==> src/rtl/addsub_pipe_if.sv <==
// Operand/result handshake bundle for addsub_pipe.
// master drives operands and consumes results; slave is the pipeline.
interface addsub_pipe_if #(
  parameter int unsigned WIDTH = 8
);
  logic             in_valid;
  logic             in_ready;
  logic [WIDTH-1:0] a;
  logic [WIDTH-1:0] b;
  logic             cin;
  logic             sub;
  logic             out_valid;
  logic             out_ready;
  logic [WIDTH-1:0] sum;
  logic             cout;
  logic             ovf;
  logic             zero;

  modport master (
    output in_valid, a, b, cin, sub, out_ready,
    input  in_ready, out_valid, sum, cout, ovf, zero
  );

  modport slave (
    input  in_valid, a, b, cin, sub, out_ready,
    output in_ready, out_valid, sum, cout, ovf, zero
  );
endinterface

==> src/rtl/addsub_pipe.sv <==
// Pipelined adder/subtractor: one SEG-bit segment resolved per stage, carry
// registered between stages, single global advance for back-pressure.
module addsub_pipe #(
  parameter int unsigned WIDTH = 8,
  parameter int unsigned SEG   = 4
) (
  input logic          clk,
  input logic          rst_n,
  addsub_pipe_if.slave bus
);
  localparam int unsigned STAGES = WIDTH / SEG;

  if (WIDTH < 2 || SEG == 0 || SEG > WIDTH || (WIDTH % SEG) != 0) begin : g_param_check
    $error("addsub_pipe: WIDTH must be >= 2 and an integer multiple of SEG");
  end

  logic out_vld;
  logic adv;

  // Whole pipe moves when the output slot is empty or being taken
  assign adv          = ~out_vld | bus.out_ready;
  assign bus.in_ready = adv;

  for (genvar g = 0; g < STAGES; g++) begin : g_stage
    logic [WIDTH-1:0] src_a;
    logic [WIDTH-1:0] src_b;
    logic [WIDTH-1:0] src_s;
    logic [WIDTH-1:0] s_d;
    logic [WIDTH-1:0] s_q;
    logic             src_c;
    logic             src_v;
    logic             vld_q;
    logic [SEG:0]     seg_sum;

    if (g == 0) begin : g_src
      // Subtraction is A + ~B + !cin
      assign src_v = bus.in_valid;
      assign src_a = bus.a;
      assign src_b = bus.b ^ {WIDTH{bus.sub}};
      assign src_c = bus.cin ^ bus.sub;
      assign src_s = '0;
    end else begin : g_src
      assign src_v = g_stage[g-1].vld_q;
      assign src_a = g_stage[g-1].g_fwd.a_q;
      assign src_b = g_stage[g-1].g_fwd.b_q;
      assign src_c = g_stage[g-1].g_fwd.c_q;
      assign src_s = g_stage[g-1].s_q;
    end

    assign seg_sum = {1'b0, src_a[g*SEG +: SEG]} + {1'b0, src_b[g*SEG +: SEG]}
                   + {{SEG{1'b0}}, src_c};

    // Merge this stage's segment into the partial result carried forward
    always_comb begin
      s_d                = src_s;
      s_d[g*SEG +: SEG]  = seg_sum[SEG-1:0];
    end

    // Token valid bit and partial sum shift together on advance
    always_ff @(posedge clk or negedge rst_n) begin
      if (!rst_n) begin
        vld_q <= 1'b0;
        s_q   <= '0;
      end else if (adv) begin
        vld_q <= src_v;
        s_q   <= s_d;
      end
    end

    if (g < STAGES - 1) begin : g_fwd
      logic [WIDTH-1:0] a_q;
      logic [WIDTH-1:0] b_q;
      logic             c_q;

      // Operands and the segment carry travel with the token
      always_ff @(posedge clk or negedge rst_n) begin
        if (!rst_n) begin
          a_q <= '0;
          b_q <= '0;
          c_q <= 1'b0;
        end else if (adv) begin
          a_q <= src_a;
          b_q <= src_b;
          c_q <= seg_sum[SEG];
        end
      end
    end else begin : g_last
      logic cout_q;
      logic ovf_q;
      logic zero_q;

      // Flags from the completed sum; carry into MSB recovered as a^b^s at MSB
      always_ff @(posedge clk or negedge rst_n) begin
        if (!rst_n) begin
          cout_q <= 1'b0;
          ovf_q  <= 1'b0;
          zero_q <= 1'b0;
        end else if (adv) begin
          cout_q <= seg_sum[SEG];
          ovf_q  <= src_a[WIDTH-1] ^ src_b[WIDTH-1] ^ s_d[WIDTH-1] ^ seg_sum[SEG];
          zero_q <= (s_d == '0);
        end
      end

      assign out_vld       = vld_q;
      assign bus.out_valid = vld_q;
      assign bus.sum       = s_q;
      assign bus.cout      = cout_q;
      assign bus.ovf       = ovf_q;
      assign bus.zero      = zero_q;
    end
  end
endmodule

==> src/flat_wrapper.sv <==
// flat-port wrapper written by rule: the top's interface ports become plain ports
module addsub_pipe_flat 
#(
  parameter int unsigned WIDTH = 8,
  parameter int unsigned SEG   = 4
)
  (clk, rst_n, bus_in_valid, bus_a, bus_b, bus_cin, bus_sub, bus_out_ready, bus_in_ready, bus_out_valid, bus_sum, bus_cout, bus_ovf, bus_zero);
  addsub_pipe_if #(.WIDTH(WIDTH)) bus_i ();
  input logic clk;
  input logic rst_n;
  input wire logic [$bits(bus_i.in_valid)-1:0] bus_in_valid;
  input wire logic [$bits(bus_i.a)-1:0] bus_a;
  input wire logic [$bits(bus_i.b)-1:0] bus_b;
  input wire logic [$bits(bus_i.cin)-1:0] bus_cin;
  input wire logic [$bits(bus_i.sub)-1:0] bus_sub;
  input wire logic [$bits(bus_i.out_ready)-1:0] bus_out_ready;
  output wire logic [$bits(bus_i.in_ready)-1:0] bus_in_ready;
  output wire logic [$bits(bus_i.out_valid)-1:0] bus_out_valid;
  output wire logic [$bits(bus_i.sum)-1:0] bus_sum;
  output wire logic [$bits(bus_i.cout)-1:0] bus_cout;
  output wire logic [$bits(bus_i.ovf)-1:0] bus_ovf;
  output wire logic [$bits(bus_i.zero)-1:0] bus_zero;
  assign bus_i.in_valid = bus_in_valid;
  assign bus_i.a = bus_a;
  assign bus_i.b = bus_b;
  assign bus_i.cin = bus_cin;
  assign bus_i.sub = bus_sub;
  assign bus_i.out_ready = bus_out_ready;
  assign bus_in_ready = bus_i.in_ready;
  assign bus_out_valid = bus_i.out_valid;
  assign bus_sum = bus_i.sum;
  assign bus_cout = bus_i.cout;
  assign bus_ovf = bus_i.ovf;
  assign bus_zero = bus_i.zero;
  addsub_pipe #(.WIDTH(WIDTH), .SEG(SEG)) u_core (.clk(clk), .rst_n(rst_n), .bus(bus_i));
endmodule
==> config.mk <==
export PLATFORM = sky130hd
export DESIGN_NAME = addsub_pipe_flat
export DESIGN_NICKNAME = d
export VERILOG_FILES = /design/src/rtl/addsub_pipe_if.sv /design/src/rtl/addsub_pipe.sv /design/src/flat_wrapper.sv
export SDC_FILE = /design/constraint.sdc
export NUM_CORES = 1
export LEC_CHECK = 0
export CAP_MARGIN = 20
export CORE_MARGIN = 4
export CORE_UTILIZATION = 46
export CTS_CLUSTER_DIAMETER = 50
export DETAILED_ROUTE_END_ITERATION = 8
export PLACE_DENSITY = 0.76
export SYNTH_ARGS = -nofsm -noshare
export SYNTH_HDL_FRONTEND = slang
export SYNTH_SLANG_ARGS = --single-unit
==> constraint.sdc <==
create_clock -name clk -period 4.1 [get_ports clk]
set_clock_uncertainty 0.05 [all_clocks]
set_input_delay 1.23 -clock clk [delete_from_list [all_inputs] [get_ports clk]]
set_output_delay 1.23 -clock clk [all_outputs]
set_load 0.005 [all_outputs]
==> flow_metrics.env, run 1 <==
export IMPL_cts_resized=0
export IMPL_worstPathArrival_ps=2330
export IMPL_synth_ff_type="dfrtp_1"
export IMPL_area_sequential_um2=651
export IMPL_drtIter0Drc=40
export IMPL_critical_path_required_ps=2820
export IMPL_synthAdderAreaFrac=0.117
export IMPL_cts_sinks=26
export IMPL_finish_instance_area_um2=1750
export IMPL_slowest_delay_ps=450
export IMPL_synth_top_family_by_area="simple AND/OR/NAND/NOR gates"
export IMPL_pin_count=35
export IMPL_clockBufferDepth=2
export IMPL_rsz0062_at_grt="no"
export IMPL_dp_cells=199
export IMPL_wirelength_um=2480
export IMPL_slew_violations=0
export IMPL_yosys_cell_count_top_type="nand2_1"
export IMPL_multiInputGateArea_um2=637
export IMPL_antenna_found_initial=0
export IMPL_ys_warnings_count=0
export IMPL_yosysUniqueCellTypes=21
export IMPL_clk_latency_ps=310
export IMPL_ys_seq_elements=26
export IMPL_critPathMaxFanout=2
export IMPL_finalCritPeriodShare=0.879
export IMPL_syn_area_um2=1330
export IMPL_num_nets_final=205
export IMPL_viasPerCell=4.93
export IMPL_cts_htree_levels=1
export IMPL_pwr_density_cell_nw_per_um2=458
export IMPL_row_count=19
export IMPL_die_h_um=61.8
export IMPL_fillerInstances=254
export IMPL_worstMarginPinSlew_ps=319
export IMPL_synth_edf_count=0
export IMPL_worst_setup_path_type="input port to output pin"
export IMPL_max_slew_margin_rel=0.787
export IMPL_grt_pass1_wl_um=4200
export IMPL_portBuffers=34
export IMPL_postCtsSetupRepairBufs=0
export IMPL_worst_ir_drop_vdd_uv=304
export IMPL_fin_util=0.634
export IMPL_synthSimpleGateAreaFrac=0.171
export IMPL_core_um2=2760
export IMPL_yosysTopAreaCellShare=0.489
export IMPL_synth_async_sr_flop_share=1.00
export IMPL_synth_compound_area_frac=0.0903
export IMPL_syn_num_nets=168
export IMPL_p_leak_nw=0.822
export IMPL_holdBufCountCts=0
export IMPL_fmax_mhz=277
export IMPL_grt_total_usage=0.148
export IMPL_globalplace_congestion=0.776
export IMPL_grt_pass1_vias=969
export IMPL_fin_crit_ps=3610
export IMPL_synthTopCellsByArea="dfrtp_1, nand2_1, fa_1"
export IMPL_hpwl_um=1970
export IMPL_drc_errors=0
export IMPL_path_common_cell="clkdlybuf4s50_1"
export IMPL_area_growth_pct=31.4
export IMPL_drt_first_pass_iters=4
export IMPL_post_dp_cell_area_um2=1710
export IMPL_start_util=0.482
export IMPL_yosysSeqAreaShare=0.489
export IMPL_muxShareOfSynthArea=0.00847
export IMPL_cp_cell_sequence="clkdlybuf4s50_1 > nor2b_1 > inv_1 > clkdlybuf4s50_1"
export IMPL_synth_xor_area_frac=0.0922
export IMPL_layout_cells_non_filler=203
export IMPL_num_antenna_cells=0
export IMPL_cts_buffers=3
export IMPL_slowest_stage="clkdlybuf4s50_1"
export IMPL_grt_overflow=0
export IMPL_outcome="completed"
export IMPL_root_buffer="clkbuf_4"
export IMPL_syn_area_per_cell_um2=9.78
export IMPL_drtAntennaViolNets=0
export IMPL_setup_tns_final_ps=0
export IMPL_setup_violations=0
export IMPL_synth_largest_area_cell="dfrtp_1"
export IMPL_cap_viol_max_count=0
export IMPL_crit_path_start_kind="input port"
export IMPL_grt_max_degree=28
export IMPL_wl_per_cell_um=12.2
export IMPL_cts_tree="yes"
export IMPL_critPathCaptureType="output pin"
export IMPL_clkTransAtPathRegs_ps=140
export IMPL_syn_inst=136
export IMPL_drive_above_1_share=0.0640
export IMPL_num_vias=1000
export IMPL_hold_violations=0
export IMPL_die_w_um=61.8
export IMPL_die_area_um2=3820
export IMPL_hp_class="flip-flop to flip-flop"
export IMPL_synth_top_cells_by_count="nand2_1, dfrtp_1, o21ai_0, xor2_1, nor2_1"
-- flip-flops by register name, summed over array words and instances (netlist names), 4 cells and up --
signal and count:
u_core.bus.sum 8, u_core.g_stage.g_fwd.a_q 4, u_core.g_stage.g_fwd.b_q 4, u_core.g_stage.s_q 4
-- metrics by stage --
| step | power (W) | hold WS, ps | setup slack, ps |
|---|---|---|---|
| floorplan | 0.000532 | 380 | 1080 |
| global placement | 0.000674 | 395 | 487 |
| detailed placement | 0.000688 | 413 | 489 |
| CTS | 0.000814 | 442 | 479 |
| global route | 0.000865 | 465 | 400 |
| finish | 0.000801 | 433 | 494 |
-- cell families (layout without fill, tap and decap cells) --
| kind of cell | count (synthesis) | count (layout) |
|---|---|---|
| AO/OA/AOI/OAI | 18 | 18 |
| multiplexers | 1 | 1 |
| flip-flops | 26 | 26 |
| buffers and inverters | 10 | 46 |
| adder cells (fa/ha/maj) | 10 | 10 |
| XOR/XNOR | 14 | 14 |
| AND/OR/NAND/NOR | 57 | 57 |
-- power by group --
group	internal, W	total, W	switching [W]
clock	0.0000542	0.000124	0.0000701
sequential	0.000326	0.000365	0.0000392
combinational	0.000177	0.000312	0.000135
-- cells in the final DEF (no fill, tap or decap), types with 4 or more instances in the layout --
master / Yosys / final
dfrtp_1: 26 / 26
nor2_1: 7 / 7
nand2_1: 45 / 45
a21oi_1: 5 / 5
inv_1: 4 / 4
fa_1: 4 / 4
xnor2_1: 6 / 6
xor2_1: 8 / 8
buf_4: 0 / 4
ha_1: 6 / 6
clkdlybuf4s50_1: 0 / 34
o21ai_0: 8 / 8
-- per-layer routing --
metal  GRT usage  share of wire
met1       0.183           0.40
met2       0.260           0.51
met3      0.0227          0.070
met4      0.0515          0.019
met5           0              0
-- cell type report --
| cell class | count | share of cell area |
|---|---|---|
| clock buffers | 4 | 0.0208 |
| inverters | 4 | 0.00859 |
| multi-input cells | 100 | 0.364 |
| flip-flops and latches | 26 | 0.372 |
| well taps | 31 | 0.0222 |
| repair buffers | 38 | 0.212 |
-- worst max-delay path: cells and delay by family --
| kind | cells | cell delay (ps) |
|---|---|---|
| AND/OR/NAND/NOR | 1 | 170 |
| buffers and inverters | 3 | 920 |
-- final timing paths --
check | slack (ps) | endpoint | start | cells past startpoint
setup / recovery | 490 | bus_in_ready | bus_out_ready | 4
hold / removal | 430 | u_core.bus.out_valid | u_core.g_stage[0].vld_q | 1
setup reg to reg | 2320 | u_core.bus.ovf | u_core.g_stage[0].g_fwd.a_q[4] | 7
hold reg to reg | 430 | u_core.bus.out_valid | u_core.g_stage[0].vld_q | 1
max in group asynchronous | 2540 | u_core.bus.sum[2] | rst_n | 2
min in group asynchronous | 1200 | u_core.bus.sum[6] | rst_n | 2
(Power assumes the default switching activity.)
==> run 2: changes to the inputs <==
--- a/config.mk
+++ b/config.mk
@@ -6,7 +6,7 @@
 export NUM_CORES = 1
 export LEC_CHECK = 0
 export CAP_MARGIN = 20
-export CORE_MARGIN = 4
+export CORE_MARGIN = 2
 export CORE_UTILIZATION = 46
 export CTS_CLUSTER_DIAMETER = 50
 export DETAILED_ROUTE_END_ITERATION = 8
==> run 2 against run 1 <==
Compared with the run above:
- fmax hardly changed
- sequential cell count unchanged
- clock power grew 4%
- combinational power is essentially flat
- via count is 2.6% higher
- largest cell class unchanged
- largest power group unchanged
==> flow_metrics.env, run 2 (synthesized netlist as in run 1, its figures left out) <==
export IMPL_outcome="completed"
export IMPL_rr_endpoint="u_core.bus.ovf"
export IMPL_num_vias=1026
export IMPL_grt_pass1_vias=988
export IMPL_cts_sinks=26
export IMPL_path_common_cell="clkdlybuf4s50_1"
export IMPL_fin_crit_ps=3600
export IMPL_wirelength_um=2410
export IMPL_r2r_slack_ps=2270
export IMPL_die_area_um2=3340
export IMPL_slowest_delay_ps=510
export IMPL_multiInputGateArea_um2=639
export IMPL_grt_overflow=0
export IMPL_clkTransAtPathRegs_ps=130
export IMPL_hp_class="flip-flop to flip-flop"
export IMPL_p_int_w=0.000556
export IMPL_critical_path_required_ps=2820
export IMPL_hpwl_um=1830
export IMPL_cap_viol_max_count=0
export IMPL_cts_htree_levels=1
export IMPL_clkPwrFrac=0.160
export IMPL_fillerInstances=247
export IMPL_p_sw_w=0.000250
export IMPL_critPathMaxFanout=2
export IMPL_drive_above_1_share=0.0698
export IMPL_p_sw_frac=0.310
export IMPL_largest_reg_flops=8
export IMPL_hold_path_depth=2
export IMPL_globalplace_congestion=0.764
export IMPL_grt_pass1_wl_um=4080
export IMPL_worst_setup_path_type="input port to output pin"
export IMPL_grt_max_degree=28
export IMPL_setup_tns_final_ps=0
export IMPL_rsz0062_at_grt="no"
export IMPL_p_leak_nw=0.824
export IMPL_max_slew_margin_rel=0.786
export IMPL_clockBufferDepth=2
export IMPL_area_growth_pct=31.6
export IMPL_die_w_um=57.8
export IMPL_num_antenna_cells=0
export IMPL_area_sequential_um2=651
export IMPL_postCtsSetupRepairBufs=0
export IMPL_final_common_cell="nand2_1"
export IMPL_worstHoldStart="u_core.bus.sum[1]"
export IMPL_holdPathEnd="u_core.bus.sum[1]"
export IMPL_holdBufCountCts=0
export IMPL_crit_path_start_kind="input port"
export IMPL_rr_startpoint="u_core.g_stage[0].g_fwd.c_q"
export IMPL_cts_resized=0
export IMPL_cts_buffers=3
export IMPL_viasPerCell=5.05
export IMPL_pin_count=35
export IMPL_row_count=19
export IMPL_rr_worst_depth=7
export IMPL_seq_power_share=0.454
export IMPL_cp_cell_sequence="clkdlybuf4s50_1 > nor2b_2 > inv_1 > clkdlybuf4s50_1"
export IMPL_slew_violations=0
export IMPL_grt_total_usage=0.159
export IMPL_core_um2=2760
export IMPL_drtIter0Drc=18
export IMPL_setup_violations=0
export IMPL_drt_first_pass_iters=4
export IMPL_worstPathArrival_ps=2320
export IMPL_clk_latency_ps=330
export IMPL_slowest_stage="clkdlybuf4s50_1"
export IMPL_finalCritPeriodShare=0.879
export IMPL_worst_ir_drop_vdd_uv=313
export IMPL_final_cell_mix="nand2_1, clkdlybuf4s50_1, dfrtp_1"
export IMPL_pwr_density_cell_nw_per_um2=460
export IMPL_worstMarginPinSlew_ps=321
export IMPL_cts_tree="yes"
export IMPL_p_comb_frac=0.385
export IMPL_start_util=0.482
export IMPL_critPathCaptureType="output pin"
export IMPL_antenna_found_initial=0
export IMPL_wl_per_cell_um=11.9
export IMPL_fmax_mhz=277
export IMPL_num_nets_final=205
export IMPL_portBuffers=34
export IMPL_die_h_um=57.8
export IMPL_drc_errors=0
export IMPL_drtAntennaViolNets=0
export IMPL_hold_violations=0
export IMPL_whs_ps=429
export IMPL_root_buffer="clkbuf_4"
==> run 2: worst max path at each step <==
stage                              from           end  slack, ps
final                     bus_out_ready  bus_in_ready        500
after global routing      bus_out_ready  bus_in_ready        460
after CTS                 bus_out_ready  bus_in_ready        490
after detailed placement  bus_out_ready  bus_in_ready        500
after global placement    bus_out_ready  bus_in_ready        490
after floorplan           bus_out_ready  bus_in_ready       1080
==> run 2: critical path, delay by kind of cell <==
| family | cells | cell delay [ps] |
|---|---|---|
| buf+inv | 3 | 1050 |
| simple gates | 1 | 50 |
==> run 2: metrics by stage <==
step                instances  instance area (µm²)  total power [W]  worst slack, ps  utilization
floorplan                 136                 1330         0.000532             1080            -
global placement          199                 1710         0.000673              489        0.622
detailed placement        199                 1710         0.000686              501        0.622
CTS                       203                 1750         0.000815              487        0.635
global route              203                 1750         0.000862              463        0.635
finish                    203                 1750         0.000806              496        0.635
==> run 2: per-layer routing <==
layer	vias up	wire length, µm	track usage
li1	500	-	-
met1	479	1070	0.202
met4	0	52	0.0797
met5	-	0	0
met3	5	162	0.0201
met2	42	1120	0.268
==> run 2: area by class of cell <==
type | instances | area share
Clock buffer | 4 | 0.0207
Multi-Input combinational cell | 100 | 0.365
Tap cell | 31 | 0.0222
Sequential cell | 26 | 0.372
Inverter | 4 | 0.00858
Timing Repair Buffer | 38 | 0.212
==> run 2: power by group through the flow <==
stage	registers (W)	clock network [W]	logic, W
after floorplan	0.000370	0	0.000162
final	0.000366	0.000129	0.000311
after global routing	0.000376	0.000141	0.000345
after detailed placement	0.000373	0	0.000313
after global placement	0.000368	0	0.000305
after CTS	0.000367	0.000133	0.000315
